--- src/rtl/uart_rx_cfg_pkg.sv ---
// Shared types and constants for the configurable UART receiver.
// Holds the frame FSM encoding, the vote sample offsets and small helper functions.
package uart_rx_cfg_pkg;

  typedef enum logic [2:0] {
    ST_IDLE   = 3'd0,
    ST_START  = 3'd1,
    ST_DATA   = 3'd2,
    ST_PARITY = 3'd3,
    ST_STOP1  = 3'd4,
    ST_STOP2  = 3'd5,
    ST_DONE   = 3'd6
  } state_e;

  localparam int SMP_OFS_EARLY = -1;
  localparam int SMP_OFS_MID   = 0;
  localparam int SMP_OFS_LATE  = 1;

  localparam logic [3:0] DATA_LEN_MIN = 4'd5;

  function automatic logic maj3(input logic a, input logic b, input logic c);
    return (a & b) | (a & c) | (b & c);
  endfunction

  function automatic logic [3:0] clamp_len(input logic [3:0] len, input logic [3:0] max_len);
    logic [3:0] res;
    if (len < DATA_LEN_MIN) begin
      res = DATA_LEN_MIN;
    end else if (len > max_len) begin
      res = max_len;
    end else begin
      res = len;
    end
    return res;
  endfunction

endpackage

--- src/rtl/uart_rx_cfg_sampler.sv ---
// Line synchroniser, per-bit edge counter and 3-sample majority vote.
// bit_o/vote_o are registered the cycle after the last of the three samples.
module uart_rx_cfg_sampler
  import uart_rx_cfg_pkg::*;
#(
  parameter int PRESCALE_W  = 6,
  parameter int SYNC_STAGES = 2
) (
  input  logic                  clk_i,
  input  logic                  rst_ni,
  input  logic                  rx_i,
  input  logic                  en_i,
  input  logic [PRESCALE_W-1:0] prescale_i,
  output logic                  rx_o,
  output logic                  bit_o,
  output logic                  vote_o,
  output logic                  wrap_o
);

  logic [SYNC_STAGES-1:0] sync_q;
  logic [PRESCALE_W-1:0]  edge_cnt_q, edge_cnt_d;
  logic [PRESCALE_W-1:0]  half, smp_early, smp_mid, smp_late;
  logic [1:0]             smp_q, smp_d;
  logic                   bit_q, bit_d;
  logic                   vote_q, vote_d;
  logic                   rx;

  assign rx        = sync_q[SYNC_STAGES-1];
  assign half      = {1'b0, prescale_i[PRESCALE_W-1:1]};
  assign smp_early = half + PRESCALE_W'(SMP_OFS_EARLY);
  assign smp_mid   = half + PRESCALE_W'(SMP_OFS_MID);
  assign smp_late  = half + PRESCALE_W'(SMP_OFS_LATE);
  assign wrap_o    = en_i && (edge_cnt_q == (prescale_i - PRESCALE_W'(1)));
  assign rx_o      = rx;
  assign bit_o     = bit_q;
  assign vote_o    = vote_q;

  // Synchroniser chain, reset to the idle line level.
  always_ff @(posedge clk_i or negedge rst_ni) begin
    if (!rst_ni) begin
      sync_q <= '1;
    end else begin
      sync_q <= {sync_q[SYNC_STAGES-2:0], rx_i};
    end
  end

  // Edge counter and sample capture; the counter is held at zero while disabled.
  always_comb begin
    edge_cnt_d = '0;
    smp_d      = smp_q;
    bit_d      = bit_q;
    vote_d     = 1'b0;
    if (en_i) begin
      if (wrap_o) begin
        edge_cnt_d = '0;
      end else begin
        edge_cnt_d = edge_cnt_q + PRESCALE_W'(1);
      end
      if (edge_cnt_q == smp_early) begin
        smp_d[0] = rx;
      end else if (edge_cnt_q == smp_mid) begin
        smp_d[1] = rx;
      end else if (edge_cnt_q == smp_late) begin
        bit_d  = maj3(smp_q[0], smp_q[1], rx);
        vote_d = 1'b1;
      end else begin
        smp_d = smp_q;
      end
    end else begin
      edge_cnt_d = '0;
    end
  end

  // Counter, sample and vote registers.
  always_ff @(posedge clk_i or negedge rst_ni) begin
    if (!rst_ni) begin
      edge_cnt_q <= '0;
      smp_q      <= 2'b11;
      bit_q      <= 1'b1;
      vote_q     <= 1'b0;
    end else begin
      edge_cnt_q <= edge_cnt_d;
      smp_q      <= smp_d;
      bit_q      <= bit_d;
      vote_q     <= vote_d;
    end
  end

endmodule

--- src/rtl/uart_rx_cfg.sv ---
// Run-time configurable UART receiver: frame FSM, shift register, frame checks
// and a valid/ready holding register with overrun and break reporting.
module uart_rx_cfg
  import uart_rx_cfg_pkg::*;
#(
  parameter int MAX_DATA_W  = 8,
  parameter int PRESCALE_W  = 6,
  parameter int SYNC_STAGES = 2
) (
  input  logic                  CLK,
  input  logic                  RST,
  input  logic                  RX_IN,
  input  logic [3:0]            DATA_LEN,
  input  logic                  PAR_EN,
  input  logic                  PAR_TYP,
  input  logic                  STOP2,
  input  logic [PRESCALE_W-1:0] Prescale,
  output logic [MAX_DATA_W-1:0] P_DATA,
  output logic                  data_valid,
  input  logic                  data_ready,
  output logic                  PAR_ERR,
  output logic                  STP_ERR,
  output logic                  OVR_ERR,
  output logic                  BRK_DET
);

  state_e                state_q, state_d;
  logic [3:0]            len_q, len_d, bit_cnt_q, bit_cnt_d;
  logic                  par_en_q, par_en_d, par_typ_q, par_typ_d, stop2_q, stop2_d;
  logic [PRESCALE_W-1:0] prescale_q, prescale_d;
  logic [MAX_DATA_W-1:0] shift_q, shift_d, data_q, data_d;
  logic                  par_bad_q, par_bad_d, par_bit_q, par_bit_d, stop_bad_q, stop_bad_d;
  logic                  valid_q, valid_d;
  logic                  par_err_q, par_err_d, stp_err_q, stp_err_d;
  logic                  ovr_err_q, ovr_err_d, brk_q, brk_d;
  logic                  rx_sync, vote_bit, vote_stb, wrap_stb, cnt_en, data_last, good;

  assign cnt_en    = (state_q != ST_IDLE) && (state_q != ST_DONE);
  assign data_last = (bit_cnt_q == (len_q - 4'd1));
  assign good      = !stop_bad_q && !par_bad_q;

  uart_rx_cfg_sampler #(
    .PRESCALE_W (PRESCALE_W),
    .SYNC_STAGES(SYNC_STAGES)
  ) u_sampler (
    .clk_i     (CLK),
    .rst_ni    (RST),
    .rx_i      (RX_IN),
    .en_i      (cnt_en),
    .prescale_i(prescale_q),
    .rx_o      (rx_sync),
    .bit_o     (vote_bit),
    .vote_o    (vote_stb),
    .wrap_o    (wrap_stb)
  );

  // Frame state register.
  always_ff @(posedge CLK or negedge RST) begin
    if (!RST) begin
      state_q <= ST_IDLE;
    end else begin
      state_q <= state_d;
    end
  end

  // Next-state logic; stop bits advance on the vote, not the wrap, to keep half a bit of margin.
  always_comb begin
    state_d = state_q;
    case (state_q)
      ST_IDLE:   if (!rx_sync) state_d = ST_START; else state_d = ST_IDLE;
      ST_START:  if (vote_stb && vote_bit) state_d = ST_IDLE;
                 else if (wrap_stb) state_d = ST_DATA;
                 else state_d = ST_START;
      ST_DATA:   if (wrap_stb && data_last) state_d = par_en_q ? ST_PARITY : ST_STOP1;
                 else state_d = ST_DATA;
      ST_PARITY: if (wrap_stb) state_d = ST_STOP1; else state_d = ST_PARITY;
      ST_STOP1:  if (vote_stb) state_d = stop2_q ? ST_STOP2 : ST_DONE; else state_d = ST_STOP1;
      ST_STOP2:  if (vote_stb) state_d = ST_DONE; else state_d = ST_STOP2;
      ST_DONE:   state_d = ST_IDLE;
      default:   state_d = ST_IDLE;
    endcase
  end

  // Datapath and output next-state: config latch, shifting, checks and frame outcome.
  always_comb begin
    len_d      = len_q;
    par_en_d   = par_en_q;
    par_typ_d  = par_typ_q;
    stop2_d    = stop2_q;
    prescale_d = prescale_q;
    shift_d    = shift_q;
    bit_cnt_d  = bit_cnt_q;
    par_bad_d  = par_bad_q;
    par_bit_d  = par_bit_q;
    stop_bad_d = stop_bad_q;
    data_d     = data_q;
    valid_d    = valid_q & ~data_ready;
    par_err_d  = 1'b0;
    stp_err_d  = 1'b0;
    ovr_err_d  = 1'b0;
    brk_d      = 1'b0;
    case (state_q)
      ST_IDLE: begin
        len_d      = clamp_len(DATA_LEN, 4'(MAX_DATA_W));
        par_en_d   = PAR_EN;
        par_typ_d  = PAR_TYP;
        stop2_d    = STOP2;
        prescale_d = Prescale;
        shift_d    = '0;
        bit_cnt_d  = 4'd0;
        par_bad_d  = 1'b0;
        par_bit_d  = 1'b0;
        stop_bad_d = 1'b0;
      end
      ST_DATA: begin
        // New bit lands at position len-1, so bits above the frame length stay zero.
        if (vote_stb) begin
          shift_d = {1'b0, shift_q[MAX_DATA_W-1:1]} | (MAX_DATA_W'(vote_bit) << (len_q - 4'd1));
        end else begin
          shift_d = shift_q;
        end
        if (wrap_stb) begin
          bit_cnt_d = data_last ? 4'd0 : bit_cnt_q + 4'd1;
        end else begin
          bit_cnt_d = bit_cnt_q;
        end
      end
      ST_PARITY: begin
        if (vote_stb) begin
          par_bit_d = vote_bit;
          par_bad_d = vote_bit ^ (^shift_q) ^ par_typ_q;
        end else begin
          par_bit_d = par_bit_q;
        end
      end
      ST_STOP1, ST_STOP2: begin
        if (vote_stb && !vote_bit) begin
          stop_bad_d = 1'b1;
        end else begin
          stop_bad_d = stop_bad_q;
        end
      end
      ST_DONE: begin
        stp_err_d = stop_bad_q;
        brk_d     = stop_bad_q && (shift_q == '0) && !(par_en_q && par_bit_q);
        par_err_d = !stop_bad_q && par_bad_q;
        if (good) begin
          if (!valid_q || data_ready) begin
            data_d  = shift_q;
            valid_d = 1'b1;
          end else begin
            ovr_err_d = 1'b1;
            valid_d   = 1'b1;
          end
        end else begin
          data_d = data_q;
        end
      end
      default: begin
        shift_d = shift_q;
      end
    endcase
  end

  // Datapath and output registers.
  always_ff @(posedge CLK or negedge RST) begin
    if (!RST) begin
      len_q      <= DATA_LEN_MIN;
      par_en_q   <= 1'b0;
      par_typ_q  <= 1'b0;
      stop2_q    <= 1'b0;
      prescale_q <= '0;
      shift_q    <= '0;
      bit_cnt_q  <= 4'd0;
      par_bad_q  <= 1'b0;
      par_bit_q  <= 1'b0;
      stop_bad_q <= 1'b0;
      data_q     <= '0;
      valid_q    <= 1'b0;
      par_err_q  <= 1'b0;
      stp_err_q  <= 1'b0;
      ovr_err_q  <= 1'b0;
      brk_q      <= 1'b0;
    end else begin
      len_q      <= len_d;
      par_en_q   <= par_en_d;
      par_typ_q  <= par_typ_d;
      stop2_q    <= stop2_d;
      prescale_q <= prescale_d;
      shift_q    <= shift_d;
      bit_cnt_q  <= bit_cnt_d;
      par_bad_q  <= par_bad_d;
      par_bit_q  <= par_bit_d;
      stop_bad_q <= stop_bad_d;
      data_q     <= data_d;
      valid_q    <= valid_d;
      par_err_q  <= par_err_d;
      stp_err_q  <= stp_err_d;
      ovr_err_q  <= ovr_err_d;
      brk_q      <= brk_d;
    end
  end

  assign P_DATA     = data_q;
  assign data_valid = valid_q;
  assign PAR_ERR    = par_err_q;
  assign STP_ERR    = stp_err_q;
  assign OVR_ERR    = ovr_err_q;
  assign BRK_DET    = brk_q;

endmodule

--- config.mk ---
export PLATFORM = sky130hd
export DESIGN_NAME = uart_rx_cfg
export DESIGN_NICKNAME = d
export VERILOG_FILES = /design/src/rtl/uart_rx_cfg_pkg.sv /design/src/rtl/uart_rx_cfg_sampler.sv /design/src/rtl/uart_rx_cfg.sv
export SDC_FILE = /design/constraint.sdc
export NUM_CORES = 1
export LEC_CHECK = 0
export BUFFER_PORTS_ARGS = -buffer_cell sky130_fd_sc_hd__buf_2
export CAP_MARGIN = 20
export CELL_PAD_IN_SITES_DETAIL_PLACEMENT = 1
export CELL_PAD_IN_SITES_GLOBAL_PLACEMENT = 2
export CORE_MARGIN = 5
export CORE_UTILIZATION = 40
export CTS_BUF_LIST = sky130_fd_sc_hd__clkbuf_16
export CTS_CLUSTER_DIAMETER = 120
export DETAILED_ROUTE_END_ITERATION = 10
export PLACE_DENSITY_LB_ADDON = 0.1
export SYNTH_ARGS = -nofsm -noshare
export SYNTH_HDL_FRONTEND = slang
export SYNTH_SLANG_ARGS = --single-unit
--- constraint.sdc ---
create_clock -name CLK -period 5 [get_ports CLK]
set_clock_uncertainty 0.15 [all_clocks]
set_input_delay 0.5 -clock CLK [delete_from_list [all_inputs] [get_ports CLK]]
set_output_delay 0.5 -clock CLK [all_outputs]
set_load 0.02 [all_outputs]
=== Yosys cells after proc, flatten, opt, wreduce, memory -nomap -nowiden ===
Index checks and enable logic that the tools add are counted.

* Word-level logic and storage cells: 129
* Flip-flop bits (word level): 56
* Input port bits: 17
* RAM bits: 0
* Output and inout port bits: 13
* Latch bits: 0
* Memories kept: 0
* Bits in read-only memories: 0

* Reduce and logical (&&, ||, !) cells: 32
* $add $sub $neg: 6
* Order comparisons: 2
* $mul: 0
* Muxes and demuxes: 37
* Div/mod/pow operators: 0
* Shift-type cells: 1
* Equality and inequality tests: 16
* Bitwise operators: 12

{| class="wikitable"
|+ Operators by type and width
! cell !! number
|-
| 6-bit equality test || 3
|-
| 3-bit one-hot mux with 6 select lines || 1
|-
| 1-bit two-way mux || 16
|-
| 4-bit two-way mux || 4
|-
| 8-bit one-hot mux with 2 select lines || 1
|-
| 6-bit two-way mux || 2
|-
| 1-bit logical AND || 10
|-
| 2-bit two-way mux || 5
|-
| 2-bit AND reduction || 5
|-
| 3-bit equality test, second input constant || 3
|-
| 3-bit two-way mux || 3
|-
| 8-bit zero test || 1
|-
| 8-bit two-way mux || 1
|-
| 7-bit by 8-bit OR with 8-bit output || 1
|-
| 4-bit one-hot mux with 2 select lines || 1
|-
| 8-bit XOR reduction || 1
|-
| 1-bit by 4-bit << shifter with 8-bit output || 1
|-
| 5-bit by 1-bit adder with 6-bit output, second input constant || 1
|-
| 5-bit by 6-bit adder with 6-bit output, second input constant || 1
|-
| 6-bit by 1-bit adder with 6-bit output, second input constant || 1
|-
| 3-bit by 2-bit equality test with 1-bit output, second input constant || 2
|-
| 6-bit by 5-bit equality test with 1-bit output || 1
|-
| 1-bit one-hot mux with 2 select lines || 3
|-
| 3-bit AND reduction || 2
|-
| other kinds (21) || 36
|}

=== Logic depth before layout (Yosys ltp) ===
Gate-level depths: netlist (run 1).

* Depth after elaboration: 6
* Depth in mapped cells: 8
* Gate-level depth less buffers: 7

=== Hierarchy ===
From an unflattened synthesis (run 1), not the netlist that was laid out.

* Cells, all modules: 315
* Area total of the unflattened synthesis: 3339.5 um2

{| class="wikitable"
|+ Modules (own cells, without submodules)
! module !! sequential area each (um2) !! cells an instance !! area an instance (um2) !! times used
|-
| uart_rx_cfg || 1103.6 || 215 || 2356.0 || 1
|-
| uart_rx_cfg_sampler || 306.5 || 100 || 983.4 || 1
|}

=== Worst setup path after synthesis (run 1) ===
OpenSTA, ideal clock, no wires.

* Path kind: reg2reg
* Start: register len_q[0]
* End: register state_q[1]
* Path buffers: 1
* Cell stages (with the launch flop): 9
* Period minus slack after synthesis: 2.652 ns
* Required time: 4.724 ns
* Slack: 2.348 ns
* Arrival time: 2.376 ns
* Library setup time: 0.126 ns
* Cells stage by stage: dfstp_2 buf_2 inv_1 ha_1 xor3_1 nor3_2 a31oi_1 or4_4 a221o_1

* Longest elaborated chain between the ends: 5

{| class="wikitable"
|+ Ends and longest elaborated chain
! item !! line !! text
|-
| from (decl) || uart_rx_cfg.sv:28 || <nowiki>logic [3:0] len_q, len_d, bit_cnt_q, bit_cnt_d;</nowiki>
|-
| from (signal assigned) || uart_rx_cfg.sv:185 || <nowiki>len_q <= len_d;</nowiki>
|-
| 4-bit by 1-bit subtractor with 4-bit output || uart_rx_cfg.sv:39 || <nowiki>assign data_last = (bit_cnt_q == (len_q - 4'd1));</nowiki>
|-
| 4-bit equality test || uart_rx_cfg.sv:39 ||
|-
| 1-bit logical AND || uart_rx_cfg.sv:74 || <nowiki>ST_DATA: if (wrap_stb && data_last) state_d = par_en_q ? ST_PARITY : ST_STOP1;</nowiki>
|-
| 3-bit two-way mux || uart_rx_cfg.sv:74 ||
|-
| 3-bit one-hot mux with 6 select lines || uart_rx_cfg.sv:69 || <nowiki>case (state_q)</nowiki>
|-
| via state_d[1] || uart_rx_cfg.sv:27 || <nowiki>state_e state_q, state_d;</nowiki>
|-
| to (signal assigned) || uart_rx_cfg.sv:62 || <nowiki>state_q <= state_d;</nowiki>
|-
| to (decl) || uart_rx_cfg.sv:27 ||
|}

The timed path passes the listed nets, and every way through them passes these cells.
A chain may end at the register's enable or synchronous reset.

=== Worst setup path in the final report (run 1) ===
Same ends and word-level chain as after synthesis.

==> results of run 1 <==
==> critical path, cell delays in order (launching register included) <==
cell and delay (ns):
dfstp_2 0.62, inv_1 0.06, ha_1 0.24, xor3_1 0.40, nor3_2 0.24, a31oi_1 0.12
or4_4 0.44, a221o_1 0.35
==> cell families (layout without fill, tap and decap cells) <==
group | Yosys count | count (layout) | synth area share
simple gates | 132 | 132 | 0.212
xor+xnor | 31 | 31 | 0.0918
buf+inv | 37 | 58 | 0.0482
mux | 15 | 15 | 0.0501
flops | 56 | 56 | 0.431
compound gates | 61 | 61 | 0.122
fa+ha+maj | 12 | 12 | 0.0451
==> stage by stage <==
| step | total power [uW] | util | setup slack [ns] | hold slack (ns) |
|---|---|---|---|---|
| after floorplan | 1480 | - | 2.35 | 0.0544 |
| after global placement | 1680 | 0.430 | 2.31 | 0.196 |
| after detailed placement | 1700 | 0.430 | 2.26 | 0.209 |
| after CTS | 2070 | 0.448 | 2.23 | 0.147 |
| after global routing | 2220 | 0.448 | 2.12 | 0.145 |
| final | 2040 | 0.448 | 2.25 | 0.153 |
==> state kept, by name (all words and copies together), names as in the netlist, 2 cells and up <==
name	cells
P_DATA	8
state_q	3
prescale_q	6
u_sampler.sync_q	2
u_sampler.smp_q	2
u_sampler.edge_cnt_q	6
shift_q	8
len_q	4
bit_cnt_q	4
==> per-layer routing <==
layer / part of all wire / track usage
met1: 0.48 / 0.215
met2: 0.49 / 0.286
met3: 0.023 / 0.0188
met4: 0.0070 / 0.0280
met5: 0 / 0
==> worst max path at each step <==
stage | from | endpoint | slack, ns | depth (start not counted)
final | len_q[0]$_DFFE_PN1P_ | state_q[1]$_DFF_PN0_ | 2.25 | 7
after global routing | len_q[0]$_DFFE_PN1P_ | state_q[1]$_DFF_PN0_ | 2.12 | 7
after CTS | len_q[0]$_DFFE_PN1P_ | state_q[1]$_DFF_PN0_ | 2.23 | 7
after detailed placement | len_q[0]$_DFFE_PN1P_ | state_q[1]$_DFF_PN0_ | 2.26 | 7
after global placement | len_q[0]$_DFFE_PN1P_ | state_q[1]$_DFF_PN0_ | 2.31 | 7
after floorplan | len_q[0]$_DFFE_PN1P_ | state_q[1]$_DFF_PN0_ | 2.35 | 8
==> cells in the final DEF (no fill, tap or decap), types with 2 or more instances in the layout <==
master and count:
xor2_1 11, a21boi_0 2, xnor2_1 18, nand3_1 16, nand2_1 46, o22ai_1 4, o31ai_1 4, mux2_2 11
or3b_1 2, a31o_2 2, nor2b_1 9, dfrtp_1 49, buf_4 2, clkbuf_16 5, nand2b_1 6, mux2i_1 4
nand4_1 3, a31oi_1 5, and2_1 2, dfstp_2 7, or2_2 2, nor3_1 6, o21ai_0 15, a22o_1 2
ha_1 11, o211ai_1 3, or3_1 5, nor3b_1 4, nor3_2 2, and3_1 3, inv_1 19, buf_2 29
a21oi_1 10, nor2_1 16, o21a_1 2, and3b_1 2
==> where the power goes <==
| part | switching (uW) | leakage (uW) | internal [uW] | total (uW) |
|---|---|---|---|---|
| Combinational | 499 | 0.000830 | 420 | 919 |
| Sequential | 199 | 0.000731 | 568 | 767 |
| Clock | 169 | 0.0000702 | 187 | 356 |
| Total | 867 | 0.00163 | 1180 | 2040 |
==> cell type report <==
cell class              count  area, sq um  area share
clock buffers               5          125      0.0345
well taps                 105          131      0.0362
repair buffers             31          160      0.0441
clock inverters             3         21.3     0.00586
inverters                  19         71.3      0.0197
multi-input cells         251         1710       0.471
flip-flops and latches     56         1410       0.389
==> flow_metrics.env, run 1 <==
export IMPL_status="finished clean"
export IMPL_fmax_mhz=364
export IMPL_fill_cells=963
export IMPL_clkTransAtPathRegs_ns=0.08
export IMPL_ioPinCount=30
export IMPL_postRouteWirelength_microns=7570
export IMPL_synth_area_sq_um=3270
export IMPL_cts_root_buf="clkbuf_16"
export IMPL_cp_arrival_ns=2.78
export IMPL_ys_seq_area_frac=0.431
export IMPL_dieArea_sq_um=10100
export IMPL_drc=0
export IMPL_syn_to_final_growth_pct=10.9
export IMPL_rsz0062_at_grt="false"
export IMPL_hold_end="u_sampler.sync_q[0]$_DFF_PN1_"
export IMPL_endpoint_kind="flop"
export IMPL_cp_start_kind="flop"
export IMPL_cts_hold_buffers_added=0
export IMPL_track_usage=0.162
export IMPL_finalSetupViolations=0
export IMPL_synth_nets=372
export IMPL_htree_levels=2
export IMPL_holdCritPathClass="input pin to flop"
export IMPL_via_per_inst=5.30
export IMPL_yosysWarnings=0
export IMPL_post_route_min_period_ns=2.75
export IMPL_synth_cell_types=60
export IMPL_die_w_microns=100
export IMPL_drt_iter0_markers=62
export IMPL_ys_seq_elements=56
export IMPL_synthArstFlopShare=1.00
export IMPL_synth_most_common_cell="dfrtp_1"
export IMPL_worstHoldStart="RX_IN"
export IMPL_ctsResizeCount=0
export IMPL_cts_buffer_depth=2
export IMPL_rrSetupSlack_ns=2.25
export IMPL_worstSkewPairLatency_ns=0.29
export IMPL_power_density_nw_per_um2=563
export IMPL_wl_per_cell_microns=16.1
export IMPL_hold_viol_final=0
export IMPL_dp_hpwl_microns=5540
export IMPL_gp_congestion=0.770
export IMPL_synth_top_area_share=0.375
export IMPL_avgSynthCellArea_sq_um=9.51
export IMPL_initial_core_util=0.404
export IMPL_maxSlewViolCount=0
export IMPL_diodes=0
export IMPL_grt_first_pass_wirelength_microns=13200
export IMPL_drt_pass1_iterations=4
export IMPL_crit_required_ns=5.03
export IMPL_totalNegativeSetupSlack_ns=0
export IMPL_post_cts_buffers=0
export IMPL_synth_top_area_cell="dfrtp_1"
export IMPL_die_h_microns=100
export IMPL_maxCapViolCount=0
export IMPL_final_cell_area_sq_um=3630
export IMPL_cts_buffers=5
export IMPL_core_area_sq_um=8090
export IMPL_detail_route_antenna_nets=0
export IMPL_drive_above_1_share=0.186
export IMPL_cts_tree="yes"
export IMPL_synth_top_flop_cell="dfrtp_1"
export IMPL_nNetsFinal=392
export IMPL_grt_pass1_vias=2642
export IMPL_syn_inst=344
export IMPL_cts_num_sinks=56
export IMPL_placed_area_sq_um=3480
export IMPL_relSlewSlack=0.505
export IMPL_crit_fanout=9
export IMPL_reg2reg_to="state_q[1]$_DFF_PN0_"
export IMPL_synth_edff_count=0
export IMPL_fin_crit_sh=0.550
export IMPL_ir_drop_v=0.000279
export IMPL_rr_worst_depth=7
export IMPL_grt_max_degree=57
export IMPL_final_cells=470
export IMPL_hold_depth=1
export IMPL_synth_common_cells="49 x dfrtp_1, 46 x nand2_1, 19 x inv_1, 18 x xnor2_1"
export IMPL_worstMarginPinSlew_ns=0.743
export IMPL_portBuffers=29
export IMPL_vias=2492
export IMPL_netlist_top_cells_area="dfrtp_1 37%, dfstp_2 5.6%, nand2_1 5.3%"
export IMPL_leakage_uw=0.00163
export IMPL_antenna_found_initial=0
export IMPL_num_rows=33
export IMPL_worstSetupPathType="flop to flop"
export IMPL_gr_total_overflow=0
export IMPL_r2r_start="len_q[0]$_DFFE_PN1P_"
export IMPL_place_inst=462
No activity file was read; power rests on OpenSTA's default activity.
==> inputs of run 2 (changes only) <==
CORE_UTILIZATION = 34   (was 40)
clock period = 2.2 ns   (was 5 ns; I/O delays follow)
==> run 2 against run 1 <==
The flow now finishes with violations (negative setup slack). Combinational power grew to 3.2 times the previous value. Core utilization shrank 0.41 points. Clock-buffer cell count stayed put. Sequential share of layout area decreased by 4.8 points. Non-clock buffer count is 51 higher. Largest cell class unchanged.
==> flow_metrics.env, run 2 (synthesized netlist as in run 1, its figures left out) <==
export IMPL_leakage_uw=0.00190
export IMPL_nNetsFinal=443
export IMPL_cts_num_sinks=56
export IMPL_grt_first_pass_wirelength_microns=14100
export IMPL_crit_fanout=4
export IMPL_maxSlewViolCount=0
export IMPL_place_inst=523
export IMPL_final_common_cell="dfrtp_1"
export IMPL_cp_arrival_ns=2.40
export IMPL_final_cell_mix="47 x dfrtp_1, 46 x nand2_1, 44 x buf_4"
export IMPL_grt_max_degree=33
export IMPL_ir_drop_v=0.000608
export IMPL_fin_crit_sh=1.08
export IMPL_portBuffers=29
export IMPL_clkTransAtPathRegs_ns=0.07
export IMPL_p_clk_frac=0.147
export IMPL_postRouteWirelength_microns=8400
export IMPL_cts_buffers=5
export IMPL_finalSetupViolations=2
export IMPL_drive_above_1_share=0.300
export IMPL_antenna_found_initial=0
export IMPL_detail_route_antenna_nets=0
export IMPL_vias=2658
export IMPL_combPwrFrac=0.555
export IMPL_worstSetupPathType="flop to flop"
export IMPL_htree_levels=2
export IMPL_cp_start_kind="flop"
export IMPL_post_route_min_period_ns=2.37
export IMPL_hold_slack_ns=0.00137
export IMPL_ioPinCount=30
export IMPL_track_usage=0.151
export IMPL_die_h_microns=108
export IMPL_fmax_mhz=422
export IMPL_power_density_nw_per_um2=1290
export IMPL_final_cells=545
export IMPL_power_switching_uw=2180
export IMPL_dieArea_sq_um=11700
export IMPL_seqCellArea_sq_um=1410
export IMPL_gp_congestion=0.734
export IMPL_status="finished, violations left"
export IMPL_crit_required_ns=2.22
export IMPL_wl_per_cell_microns=15.4
export IMPL_die_w_microns=108
export IMPL_p_int_uw=3170
export IMPL_initial_core_util=0.351
export IMPL_maxCapViolCount=0
export IMPL_cts_tree="yes"
export IMPL_netSwitchingFraction=0.407
export IMPL_core_area_sq_um=9330
export IMPL_diodes=0
export IMPL_relSlewSlack=0.677
export IMPL_gr_total_overflow=0
export IMPL_num_rows=35
export IMPL_worstMarginPinSlew_ns=0.482
export IMPL_fin_util=0.444
export IMPL_worstSkewPairLatency_ns=0.29
export IMPL_via_per_inst=4.88
export IMPL_hold_viol_final=0
export IMPL_drc=0
export IMPL_syn_to_final_growth_pct=26.7
export IMPL_rsz0062_at_grt="true"
export IMPL_drt_iter0_markers=63
export IMPL_fill_cells=1087
export IMPL_cts_root_buf="clkbuf_16"
export IMPL_endpoint_kind="flop"
export IMPL_violations="negative setup slack"
export IMPL_drt_pass1_iterations=4
export IMPL_grt_pass1_vias=2729
export IMPL_pwr_share_seq=0.298
export IMPL_worst_slack_ns=-0.172
export IMPL_multi_input_area_sq_um=1790
export IMPL_holdCritPathClass="input pin to flop"
export IMPL_dp_hpwl_microns=6500
export IMPL_total_power_uw=5350
export IMPL_cts_buffer_depth=2
==> run 2: final cells by class <==
class,instances,area share
multi-input combinational,251,0.432
sequential,56,0.341
timing repair buffer,82,0.136
tap,129,0.0389
clock buffer,5,0.0302
inverter,19,0.0172
clock inverter,3,0.00393
==> run 2: timing repair <==
action | CTS | global route
setup buffers | 1 | 4
endpoints found under the setup margin | 10 | 22
endpoints found under the hold margin | 58 | 0
pin swaps | 2 | 7
hold buffers | 9 | 0
resized for setup | 3 | 12
==> run 2: final timing paths <==
path                                                from                           endpoint  slack [ns]  cells after the start
setup / recovery               prescale_q[1]$_DFFE_PN0P_               state_q[1]$_DFF_PN0_       -0.17                      7
hold / removal                               Prescale[2]          prescale_q[2]$_DFFE_PN0P_       0.001                      3
setup reg to reg               prescale_q[1]$_DFFE_PN0P_               state_q[1]$_DFF_PN0_       -0.17                      7
hold reg to reg            u_sampler.sync_q[0]$_DFF_PN1_      u_sampler.sync_q[1]$_DFF_PN1_        0.21                      0
max in group asynchronous                            RST               state_q[2]$_DFF_PN0_        1.22                      3
min in group asynchronous                            RST  u_sampler.edge_cnt_q[4]$_DFF_PN0_        0.32                      3
==> run 2: metrics by stage <==
step | TNS, ns | area (sq um) | worst slack [ns]
floorplan | -0.154 | 3310 | -0.154
global placement | -0.128 | 3830 | -0.100
detailed placement | -0.403 | 3830 | -0.182
CTS | -0.160 | 4070 | -0.160
global route | -0.520 | 4140 | -0.224
finish | -0.247 | 4140 | -0.172
==> run 2: power groups by stage <==
| stage | clock network, uW | registers [uW] | logic, uW |
|---|---|---|---|
| after floorplan | 0 | 1460 | 1990 |
| final | 785 | 1590 | 2970 |
| after global placement | 0 | 1600 | 2730 |
| after global routing | 858 | 1630 | 3300 |
| after CTS | 822 | 1590 | 2860 |
| after detailed placement | 0 | 1600 | 2790 |
==> run 2: metal layers <==
| layer | up-vias | GRT usage | wire (microns) |
|---|---|---|---|
| met5 | - | 0 | 0 |
| met4 | 0 | 0.0271 | 40 |
| met3 | 4 | 0.0185 | 203 |
| met2 | 27 | 0.242 | 3870 |
| met1 | 1292 | 0.221 | 4290 |
| li1 | 1335 | - | - |
==> run 2: critical path, cell delays in order, from the launching register on <==
cell and delay, ns:
dfrtp_1 0.39, inv_2 0.11, ha_4 0.15, or3b_4 0.39
o21ai_4 0.15, nand4_2 0.10, or4_4 0.50, a221o_1 0.32
